$ cat src/rtl/waves_trigger_ctrl.sv
`default_nettype none
// ============================================================================
// Module      : waves_trigger_ctrl
// Description : Trigger-driven capture window controller. Once armed, it
//               waits for any enabled trigger channel, counts a programmable
//               delay, then holds dump_en high for a programmable window.
//               Supports one-shot, repeat (with an optional window limit)
//               and continuous modes.
// Ports       : clk, rst            - clock / synchronous active-high reset
//               arm, force_off      - control pulses
//               cfg_*               - configuration, latched on accepted arm
//               trig_in             - trigger levels, one per channel
//               dump_en             - capture window open (registered)
//               dump_on_pulse       - first cycle of dump_en
//               dump_off_pulse      - first cycle after dump_en falls
//               state               - 0 IDLE,1 ARMED,2 DELAY,3 CAPTURE,4 DONE
//               window_count        - completed windows since last arm
//               trig_hit_id         - lowest enabled channel of last trigger
// Revision    : 1.0 - initial release
// ============================================================================
module waves_trigger_ctrl #(
    parameter int NUM_TRIG = 4,
    parameter int CNT_W    = 32,
    parameter int ID_W     = (NUM_TRIG > 1) ? $clog2(NUM_TRIG) : 1
) (
    input  logic                clk,
    input  logic                rst,
    input  logic                arm,
    input  logic                force_off,
    input  logic [1:0]          cfg_mode,
    input  logic [NUM_TRIG-1:0] cfg_trig_mask,
    input  logic [CNT_W-1:0]    cfg_delay,
    input  logic [CNT_W-1:0]    cfg_length,
    input  logic [7:0]          cfg_max_windows,
    input  logic [NUM_TRIG-1:0] trig_in,
    output logic                dump_en,
    output logic                dump_on_pulse,
    output logic                dump_off_pulse,
    output logic [2:0]          state,
    output logic [7:0]          window_count,
    output logic [ID_W-1:0]     trig_hit_id
);

    typedef enum logic [2:0] {
        S_IDLE    = 3'd0,
        S_ARMED   = 3'd1,
        S_DELAY   = 3'd2,
        S_CAPTURE = 3'd3,
        S_DONE    = 3'd4
    } state_t;

    localparam logic [1:0]       c_MODE_OFF  = 2'd0;
    localparam logic [1:0]       c_MODE_ONE  = 2'd1;
    localparam logic [1:0]       c_MODE_CONT = 2'd3;
    localparam logic [CNT_W-1:0] c_ONE       = {{(CNT_W-1){1'b0}}, 1'b1};

    state_t              r_state;
    logic [CNT_W-1:0]    r_cnt;
    logic [1:0]          r_mode;
    logic [NUM_TRIG-1:0] r_mask;
    logic [CNT_W-1:0]    r_delay;
    logic [CNT_W-1:0]    r_length;
    logic [7:0]          r_max;
    logic                r_dump_en;
    logic                r_on_pulse;
    logic                r_off_pulse;
    logic [7:0]          r_win_cnt;
    logic [ID_W-1:0]     r_hit_id;

    logic [NUM_TRIG-1:0] w_hit_vec;
    logic [ID_W-1:0]     w_hit_id;
    logic [CNT_W-1:0]    w_len_eff;
    logic [7:0]          w_win_inc;

    // Lowest-index enabled channel wins: scan downward so the last hit
    // assigned is the smallest index.
    always_comb begin
        w_hit_vec = trig_in & r_mask;
        w_hit_id  = '0;
        for (int i = NUM_TRIG - 1; i >= 0; i--) begin
            if (w_hit_vec[i]) begin
                w_hit_id = i[ID_W-1:0];
            end
        end
    end

    // A zero-length window still opens for one cycle.
    assign w_len_eff = (r_length == '0) ? c_ONE : r_length;
    assign w_win_inc = (r_win_cnt == 8'hFF) ? 8'hFF : (r_win_cnt + 8'd1);

    // The shared counter holds the cycles remaining in the current DELAY or
    // CAPTURE phase; a phase ends in the cycle where it reads one, so the
    // full CNT_W range is usable without wrap.
    always_ff @(posedge clk) begin
        if (rst) begin
            r_state     <= S_IDLE;
            r_cnt       <= '0;
            r_mode      <= '0;
            r_mask      <= '0;
            r_delay     <= '0;
            r_length    <= '0;
            r_max       <= '0;
            r_dump_en   <= 1'b0;
            r_on_pulse  <= 1'b0;
            r_off_pulse <= 1'b0;
            r_win_cnt   <= '0;
            r_hit_id    <= '0;
        end else begin
            r_on_pulse  <= 1'b0;
            r_off_pulse <= 1'b0;
            if (force_off) begin
                r_state     <= S_IDLE;
                r_cnt       <= '0;
                r_dump_en   <= 1'b0;
                r_off_pulse <= r_dump_en;
            end else begin
                case (r_state)
                    S_IDLE, S_DONE: begin
                        if (arm && (cfg_mode != c_MODE_OFF)) begin
                            r_mode    <= cfg_mode;
                            r_mask    <= cfg_trig_mask;
                            r_delay   <= cfg_delay;
                            r_length  <= cfg_length;
                            r_max     <= cfg_max_windows;
                            r_win_cnt <= '0;
                            if (cfg_mode == c_MODE_CONT) begin
                                r_state    <= S_CAPTURE;
                                r_dump_en  <= 1'b1;
                                r_on_pulse <= 1'b1;
                            end else begin
                                r_state <= S_ARMED;
                            end
                        end
                    end
                    S_ARMED: begin
                        if (|w_hit_vec) begin
                            r_hit_id <= w_hit_id;
                            if (r_delay != '0) begin
                                r_state <= S_DELAY;
                                r_cnt   <= r_delay;
                            end else begin
                                r_state    <= S_CAPTURE;
                                r_cnt      <= w_len_eff;
                                r_dump_en  <= 1'b1;
                                r_on_pulse <= 1'b1;
                            end
                        end
                    end
                    S_DELAY: begin
                        if (r_cnt == c_ONE) begin
                            r_state    <= S_CAPTURE;
                            r_cnt      <= w_len_eff;
                            r_dump_en  <= 1'b1;
                            r_on_pulse <= 1'b1;
                        end else begin
                            r_cnt <= r_cnt - c_ONE;
                        end
                    end
                    S_CAPTURE: begin
                        // Continuous mode never closes its window on its own.
                        if (r_mode != c_MODE_CONT) begin
                            if (r_cnt == c_ONE) begin
                                r_cnt       <= '0;
                                r_dump_en   <= 1'b0;
                                r_off_pulse <= 1'b1;
                                r_win_cnt   <= w_win_inc;
                                if ((r_mode == c_MODE_ONE) ||
                                    ((r_max != 8'd0) && (w_win_inc == r_max))) begin
                                    r_state <= S_DONE;
                                end else begin
                                    r_state <= S_ARMED;
                                end
                            end else begin
                                r_cnt <= r_cnt - c_ONE;
                            end
                        end
                    end
                    default: begin
                        r_state   <= S_IDLE;
                        r_cnt     <= '0;
                        r_dump_en <= 1'b0;
                    end
                endcase
            end
        end
    end

    assign dump_en        = r_dump_en;
    assign dump_on_pulse  = r_on_pulse;
    assign dump_off_pulse = r_off_pulse;
    assign state          = r_state;
    assign window_count   = r_win_cnt;
    assign trig_hit_id    = r_hit_id;

endmodule
`default_nettype wire

$ cat config.mk
export PLATFORM = sky130hd
export DESIGN_NAME = waves_trigger_ctrl
export DESIGN_NICKNAME = d
export VERILOG_FILES = /design/src/rtl/waves_trigger_ctrl.sv
export SDC_FILE = /design/constraint.sdc
export NUM_CORES = 1
export LEC_CHECK = 0
export CORE_MARGIN = 5
export CORE_UTILIZATION = 45
export CTS_CLUSTER_DIAMETER = 80
export DETAILED_ROUTE_END_ITERATION = 16
export GPL_ROUTABILITY_DRIVEN = 0
export PLACE_DENSITY = 0.8
export SLEW_MARGIN = 20
export SYNTH_ARGS = -nofsm -noshare
export SYNTH_HDL_FRONTEND = slang
export SYNTH_SLANG_ARGS = --single-unit
$ cat constraint.sdc
create_clock -name clk -period 3.51 [get_ports clk]
set_clock_uncertainty 0.05 [all_clocks]
set_input_delay 0.702 -clock clk [delete_from_list [all_inputs] [get_ports clk]]
set_output_delay 0.702 -clock clk [all_outputs]
set_load 0.1 [all_outputs]
==> key figures, run 1 <==
Run status
  • Outcome: complete, no violations

Job
  • Max-cap violations: 0

Worst setup path
  • Crit start category: flop
  • Crit path top cell by count: nor4_1
  • Worst reg2reg path depth: 7
  • Reg-to-reg startpoint: r_cnt[8]$_SDFFE_PP0P_
  • WS Path Type: flop to flop
  • Worst R2R Setup Slack: between 600 and 700 ps
  • Family with the most delay on the worst path: simple AND/OR/NAND/NOR gates
  • Critical path depth: 7
  • Arr. time, crit path: approximately 3200 ps
  • CP max-delay cell: nor4_1
  • Crit path max fanout: 11
  • Crit-path cells: nor4_1 -> nand4_1 -> buf_4 -> nor4_1 -> or4b_1 -> a21o_1 -> a21oi_1
  • Worst setup EP type: flop
  • Required @ worst endpoint: 3800 ps
  • Crit-path max cell delay: around 520 ps
  • R2R Path End: r_cnt[30]$_SDFFE_PP0P_
  • CP bufs+invs: 1

Finish
  • Final Util: about three fifths
  • Ant diodes: 0
  • Layout cells sized above 1: slightly above 9%
  • Nets: 1014
  • Design area: 8120 um^2
  • Area Overhead vs Synth: 26.6%

Place
  • Post-Place Cell Area: around 7600 um^2
  • Pre-CTS setup slack: about 560 ps
  • Port Buffer Count: 101
  • Detail Placement HPWL: 13500 um

Global routing
  • Largest net degree at the start of global routing: 90
  • Vias in the first global route: between 6000 and 7000
  • Met3 Usage GRT: 5.36%
  • GR Util met1: roughly 31%
  • First-pass GRT wire length: slightly above 30000 um
  • Antenna violations before repair: 0
  • Aggregate global routing overflow: 0
  • Top Usage Layer GRT: met2
  • GRT Total Usage: a little under a quarter
  • Met2 Resource Use GR: between 30% and 40%

Clock tree
  • CTS tree: yes
  • CTS buffer count: 17
  • Clock-pin slew on the worst setup and hold paths: around 50 ps
  • Clock Tree Buf Depth: 2
  • Clock insertion delay at the later pin of the skew report: slightly above 400 ps
  • H-tree depth: 4
  • Post-CTS Setup Bufs: 0
  • CTS resizes: 0
  • Clk sink count: roughly 130
  • Root Driver: clkbuf_16
  • Hold_buf cts: 0

Die
  • Die X: around 130 um
  • CORE AREA: 13900 um^2
  • Core Rows: between 40 and 50
  • Die H: around 130 um
  • Full die area: 16700 um^2
  • Number of I/O pins: 102
  • Starting density of the core: 46.0%

STA
  • Worst-Margin Slew: slightly below 1000 ps
  • Max-slew headroom: between 30% and 40%
  • Post-route worst setup slack: roughly 630 ps
  • Final Max Slew Viols: 0
  • Setup TNS: 0 ps
  • RSZ-0062 raised after global routing: false
  • Final setup fails: 0
  • Fmax: about 350 MHz
  • Fin crit share: 81.9%
  • Endpoints failing hold: 0
  • Period minus WS final: between 2000 and 3000 ps

Logic synthesis
  • Post-synth top area share: 39.3%
  • Most frequent cell after synthesis: nand2_1
  • Mapped cell area: 6410 um^2
  • Cell count after synthesis: about 840
  • Synth Flop Type: dfxtp_1
  • Top post-synthesis cells by area: dfxtp_1, nand2_1, a21oi_1
  • EDFF count, synth: 0
  • Syn Area/Cell: around 7.6 um^2
  • Most frequent cells after synthesis: nand2_1, dfxtp_1, a21oi_1
  • Ys async rst share: 0%
  • Flops & latches, synth: 126
  • Post-Syn Nets: roughly 930
  • YS warnings: 0
  • Area leader, netlist: dfxtp_1
  • Library cells used by synthesis: 67
  • Register area share after synthesis: 39.3%

Pwr
  • Pleak: 0.00291 uW
  • Power Dens Cells: about 450 nW/um^2
  • VDD IR-drop max: between 0.3 and 0.4 mV

Worst hold path
  • Worst min-delay path class: flop to flop
  • WHS Endpoint: r_length[19]$_SDFFE_PP0P_
  • Worst hold stages: 2
  • Worst Hold Launch: r_length[19]$_SDFFE_PP0P_

Detailed routing
  • Routed vias: 6675
  • DRT Pass-1 Iters: 6
  • Total Wirelength: 19400 um
  • 1st-iter DRT viols: roughly 750
  • WL/cell: 17.4 um
  • Post-route DRC: 0
  • Routed Antenna Nets: 0
  • Vias per std cell: about 6.0
## report_power, final
group	switching (uW)	total [uW]	leakage [uW]	internal, uW
registers	54.2	1530	0.00102	1480
logic	268	479	0.00161	211
clock network	629	1680	0.000274	1050
total	951	3690	0.00291	2740
## cells by family (layout without fill, tap and decap cells)
logic type                 count (synthesis)  after routing  synth area share [%]
adders and majority gates                  3              3                 0.585
muxes                                      3              3                 0.468
buffers and inverters                     67            160                  4.13
xor gates and xnor gates                  20             20                  2.73
AOI/OAI and AO/OA                        255            255                  24.9
and+or+nand+nor                          370            370                  27.9
DFF                                      126            126                  39.3
## placed cells by master (no fill, tap or decap), types with 5 or more instances in the layout
| master | count |
|---|---|
| a22oi_1 | 5 |
| o31a_1 | 5 |
| and3_1 | 5 |
| nand2_1 | 204 |
| nor4_1 | 33 |
| nor3_1 | 16 |
| buf_4 | 27 |
| or3_1 | 8 |
| or4_1 | 7 |
| or2_2 | 8 |
| o211ai_1 | 5 |
| clkinv_2 | 6 |
| xor2_1 | 10 |
| o31ai_1 | 5 |
| a21oi_1 | 121 |
| nand3_1 | 17 |
| inv_1 | 11 |
| a22o_1 | 17 |
| and2_1 | 6 |
| a221oi_1 | 6 |
| and4_1 | 5 |
| dfxtp_1 | 126 |
| nand4_1 | 12 |
| xnor2_1 | 10 |
| clkbuf_16 | 17 |
| clkdlybuf4s50_1 | 88 |
| o21ai_0 | 42 |
| nor2_1 | 24 |
## registers in the layout, summed over array words and instances (netlist names)
name / flops
r_cnt: 32
r_delay: 32
r_length: 32
r_max: 8
window_count: 8
r_mask: 4
state: 3
r_mode: 2
trig_hit_id: 2
dump_en: 1
dump_off_pulse: 1
dump_on_pulse: 1
## metrics by stage
step	hold slack [ps]	power, uW	cells
floorplan	393	1820	844
global placement	413	2020	1086
detailed placement	414	2030	1086
CTS	425	3700	1117
global route	451	3810	1117
finish	424	3690	1117
## layout make-up
class	instances	area (um^2)
Multi-Input combinational cell	651	3640
Clock buffer	19	443
Sequential cell	126	2520
Tap cell	180	225
Fill cell	1246	5820
Timing Repair Buffer	118	1130
Inverter	11	41.3
Clock inverter	12	121
## worst max-delay path by stage
| stage | start | endpoint | slack, ps |
|---|---|---|---|
| finish | r_cnt[8]$_SDFFE_PP0P_ | r_cnt[30]$_SDFFE_PP0P_ | 630 |
| global route | window_count[0]$_SDFFE_PP0P_ | state[2]$_SDFFE_PP0P_ | 520 |
| CTS | window_count[0]$_SDFFE_PP0P_ | state[2]$_SDFFE_PP0P_ | 750 |
| detailed placement | trig_in[1] | r_cnt[23]$_SDFFE_PP0P_ | 560 |
| global placement | trig_in[1] | r_cnt[23]$_SDFFE_PP0P_ | 560 |
| floorplan | window_count[0]$_SDFFE_PP0P_ | state[2]$_SDFFE_PP0P_ | 330 |
## worst register-to-register path, delay by kind of cell, from the launching register on
family / cells / cell delay (ps)
flip-flops: 1 / 370
AO/OA/AOI/OAI: 2 / 330
AND/OR/NAND/NOR: 4 / 1790
buffers and inverters: 1 / 270
## routing by layer
layer / vias up / part of all wire [%]
met5: - / 0
met4: 0 / 2.5
met3: 52 / 8.5
met2: 330 / 45
met1: 3069 / 44
li1: 3224 / -
Note: power is estimated with default switching activity, not from simulation.
==> run 2, diff against run 1 <==
--- a/config.mk
+++ b/config.mk
@@ -10,7 +10,7 @@
 export CTS_CLUSTER_DIAMETER = 80
 export DETAILED_ROUTE_END_ITERATION = 16
 export GPL_ROUTABILITY_DRIVEN = 0
-export PLACE_DENSITY = 0.8
+export PLACE_DENSITY = 0.83
 export SLEW_MARGIN = 20
 export SYNTH_ARGS = -nofsm -noshare
 export SYNTH_HDL_FRONTEND = slang
==> constraint.sdc (replaced) <==
create_clock -name clk -period 2.4 [get_ports clk]
set_clock_uncertainty 0.05 [all_clocks]
set_input_delay 0.48 -clock clk [delete_from_list [all_inputs] [get_ports clk]]
set_output_delay 0.48 -clock clk [all_outputs]
set_load 0.1 [all_outputs]
==> key figures, run 2 (same netlist as run 1, synthesis figures left out) <==
Global routing
  • Top Usage Layer GRT: met2
  • Vias in the first global route: 6700
  • Largest net degree at the start of global routing: 90
  • Antenna violations before repair: 0
  • GRT Total Usage: between 20% and 30%
  • GR Util met1: 32.6%
  • Met3 Usage GRT: under 10%
  • First-pass GRT wire length: roughly 33000 um
  • Met2 Resource Use GR: 39.1%
  • Aggregate global routing overflow: 0

Pwr
  • Switching power: approximately 1500 uW
  • Pleak: 0.00337 uW
  • Power Dens Cells: around 630 nW/um^2
  • Switching share of power: approximately a quarter
  • VDD IR-drop max: just under 0.5 mV
  • Clock network power share: 45.3%
  • Part of the power in registers: between 40% and 50%
  • Gate power share: between 10 and 15%
  • Cell-internal power: around 4000 uW

Place
  • Detail Placement HPWL: 14900 um
  • Port Buffer Count: 101
  • Post-Place Cell Area: just over 8000 um^2

Finish
  • Most frequent cells in the layout: nand2_1, a21oi_1, dfxtp_1
  • Leading cell type in the layout, fill and taps excluded: nand2_1
  • Ant diodes: 0
  • Design area: 8910 um^2
  • Area Overhead vs Synth: 38.9%
  • Final Util: 63.9%
  • Layout cells sized above 1: between 15 and 20%
  • Regs by FF count: r_cnt x32, r_delay x32, r_length x32
  • Nets: ~1100

STA
  • Period minus WS final: approximately 2500 ps
  • Setup TNS: -273 ps
  • Final setup fails: 9
  • RSZ-0062 raised after global routing: true
  • Fmax: 406 MHz
  • Max-slew headroom: approximately two fifths
  • Final Max Slew Viols: 0
  • Post-route worst setup slack: -61.5 ps
  • Endpoints failing hold: 0
  • Worst-Margin Slew: slightly above 900 ps
  • Fin crit share: 103%

Detailed routing
  • Routed Antenna Nets: 0
  • DRT Pass-1 Iters: 6
  • Routed vias: 7214
  • Total Wirelength: between 20000 and 25000 um
  • WL/cell: ~18 um
  • 1st-iter DRT viols: ~1100
  • Post-route DRC: 0
  • Vias per std cell: ~6

Worst setup path
  • Required @ worst endpoint: approximately 2600 ps
  • Worst R2R Setup Slack: -60 ps
  • Crit path to: window_count[1]$_SDFFE_PP0P_
  • Arr. time, crit path: 2700 ps
  • Reg-to-reg startpoint: r_cnt[18]$_SDFFE_PP0P_
  • R2R Path End: window_count[1]$_SDFFE_PP0P_
  • Worst reg2reg path depth: 6
  • CP Launch Point: r_cnt[18]$_SDFFE_PP0P_
  • Worst setup EP type: flop
  • Crit path max fanout: 5
  • WS Path Type: flop to flop
  • Crit start category: flop

Clock tree
  • CTS tree: yes
  • Clock Tree Buf Depth: 2
  • Clock-pin slew on the worst setup and hold paths: around 60 ps
  • Clk sink count: around 130
  • Clock insertion delay at the later pin of the skew report: ~430 ps
  • Root Driver: clkbuf_16
  • H-tree depth: 4
  • CTS buffer count: 17

Run status
  • Failing checks: negative setup slack
  • Outcome: finished with violations

Job
  • Max-cap violations: 0

Die
  • Die X: 129 um
  • Full die area: around 17000 um^2
  • CORE AREA: between 10000 and 15000 um^2
  • Number of I/O pins: 102
  • Starting density of the core: a little under half
  • Core Rows: 43
  • Die H: 129 um

Worst hold path
  • Worst min-delay path class: flop to flop
==> run 2: changes by cell type in the layout (fill, tap and decap cells not counted), moves of 5 or more <==
cell / before / now
o21ai_1: 0 / 5
dfxtp_1: 126 / 111
nor4_4: 0 / 5
dfxtp_2: 0 / 11
o21ai_0: 42 / 37
clkinv_2: 6 / 1
buf_4: 27 / 99
==> run 2: worst min-delay path by stage <==
stage	start	end	slack, ps	cells past startpoint
2_1_floorplan	r_delay[13]$_SDFFE_PP0P_	r_cnt[13]$_SDFFE_PP0P_	390	2
3_3_place_gp	r_length[19]$_SDFFE_PP0P_	r_length[19]$_SDFFE_PP0P_	410	2
3_5_place_dp	r_mask[2]$_SDFFE_PP0P_	r_mask[2]$_SDFFE_PP0P_	420	2
4_1_cts	r_length[19]$_SDFFE_PP0P_	r_length[19]$_SDFFE_PP0P_	430	2
5_1_grt	r_length[25]$_SDFFE_PP0P_	r_length[25]$_SDFFE_PP0P_	450	2
6_report	r_length[29]$_SDFFE_PP0P_	r_cnt[29]$_SDFFE_PP0P_	430	2
==> run 2: worst max-delay path: stages, from the launching register on <==
cell and delay (ps):
dfxtp_2 320, or4_4 530, nand4bb_4 240, or4_4 580, a211oi_4 330, mux2i_1 220, nor2_1 50
==> run 2: power groups by stage <==
stage	clock [uW]	combinational, uW	sequential [uW]
after floorplan	0	387	2270
after global placement	0	750	2270
after detailed placement	0	761	2270
after CTS	2540	774	2220
after global routing	2650	874	2230
final	2530	817	2230
==> run 2: through the flow <==
stage	total power, uW	setup WS [ps]	hold slack (ps)	cells
2_1_floorplan	2660	-206	393	844
3_3_place_gp	3020	-160	411	1157
3_5_place_dp	3030	-200	415	1157
4_1_cts	5540	-44.6	428	1189
5_1_grt	5760	-128	453	1194
6_report	5570	-61.5	428	1194
==> run 2: final cells by class <==
class                   instances  area (um^2)
fillers                      1069         5030
multi-input cells             651         3780
flip-flops and latches        126         2550
repair buffers                194         1720
clock buffers                  20          447
well taps                     180          225
clock inverters                12          135
inverters                      11         41.3
==> run 2: metal layers <==
metal | share of wire, % | vias up
met4 | 2.9 | 0
met3 | 9.8 | 70
met5 | 0 | -
met1 | 41 | 3348
met2 | 47 | 420
li1 | - | 3376
==> run 2: what timing repair did <==
action | CTS | global route
buffers inserted | 0 | 3
cloned | 0 | 2
pin swaps | 4 | 5
endpoints found under the setup margin | 34 | 37
hold buffers | 0 | 0
resized for setup | 11 | 25
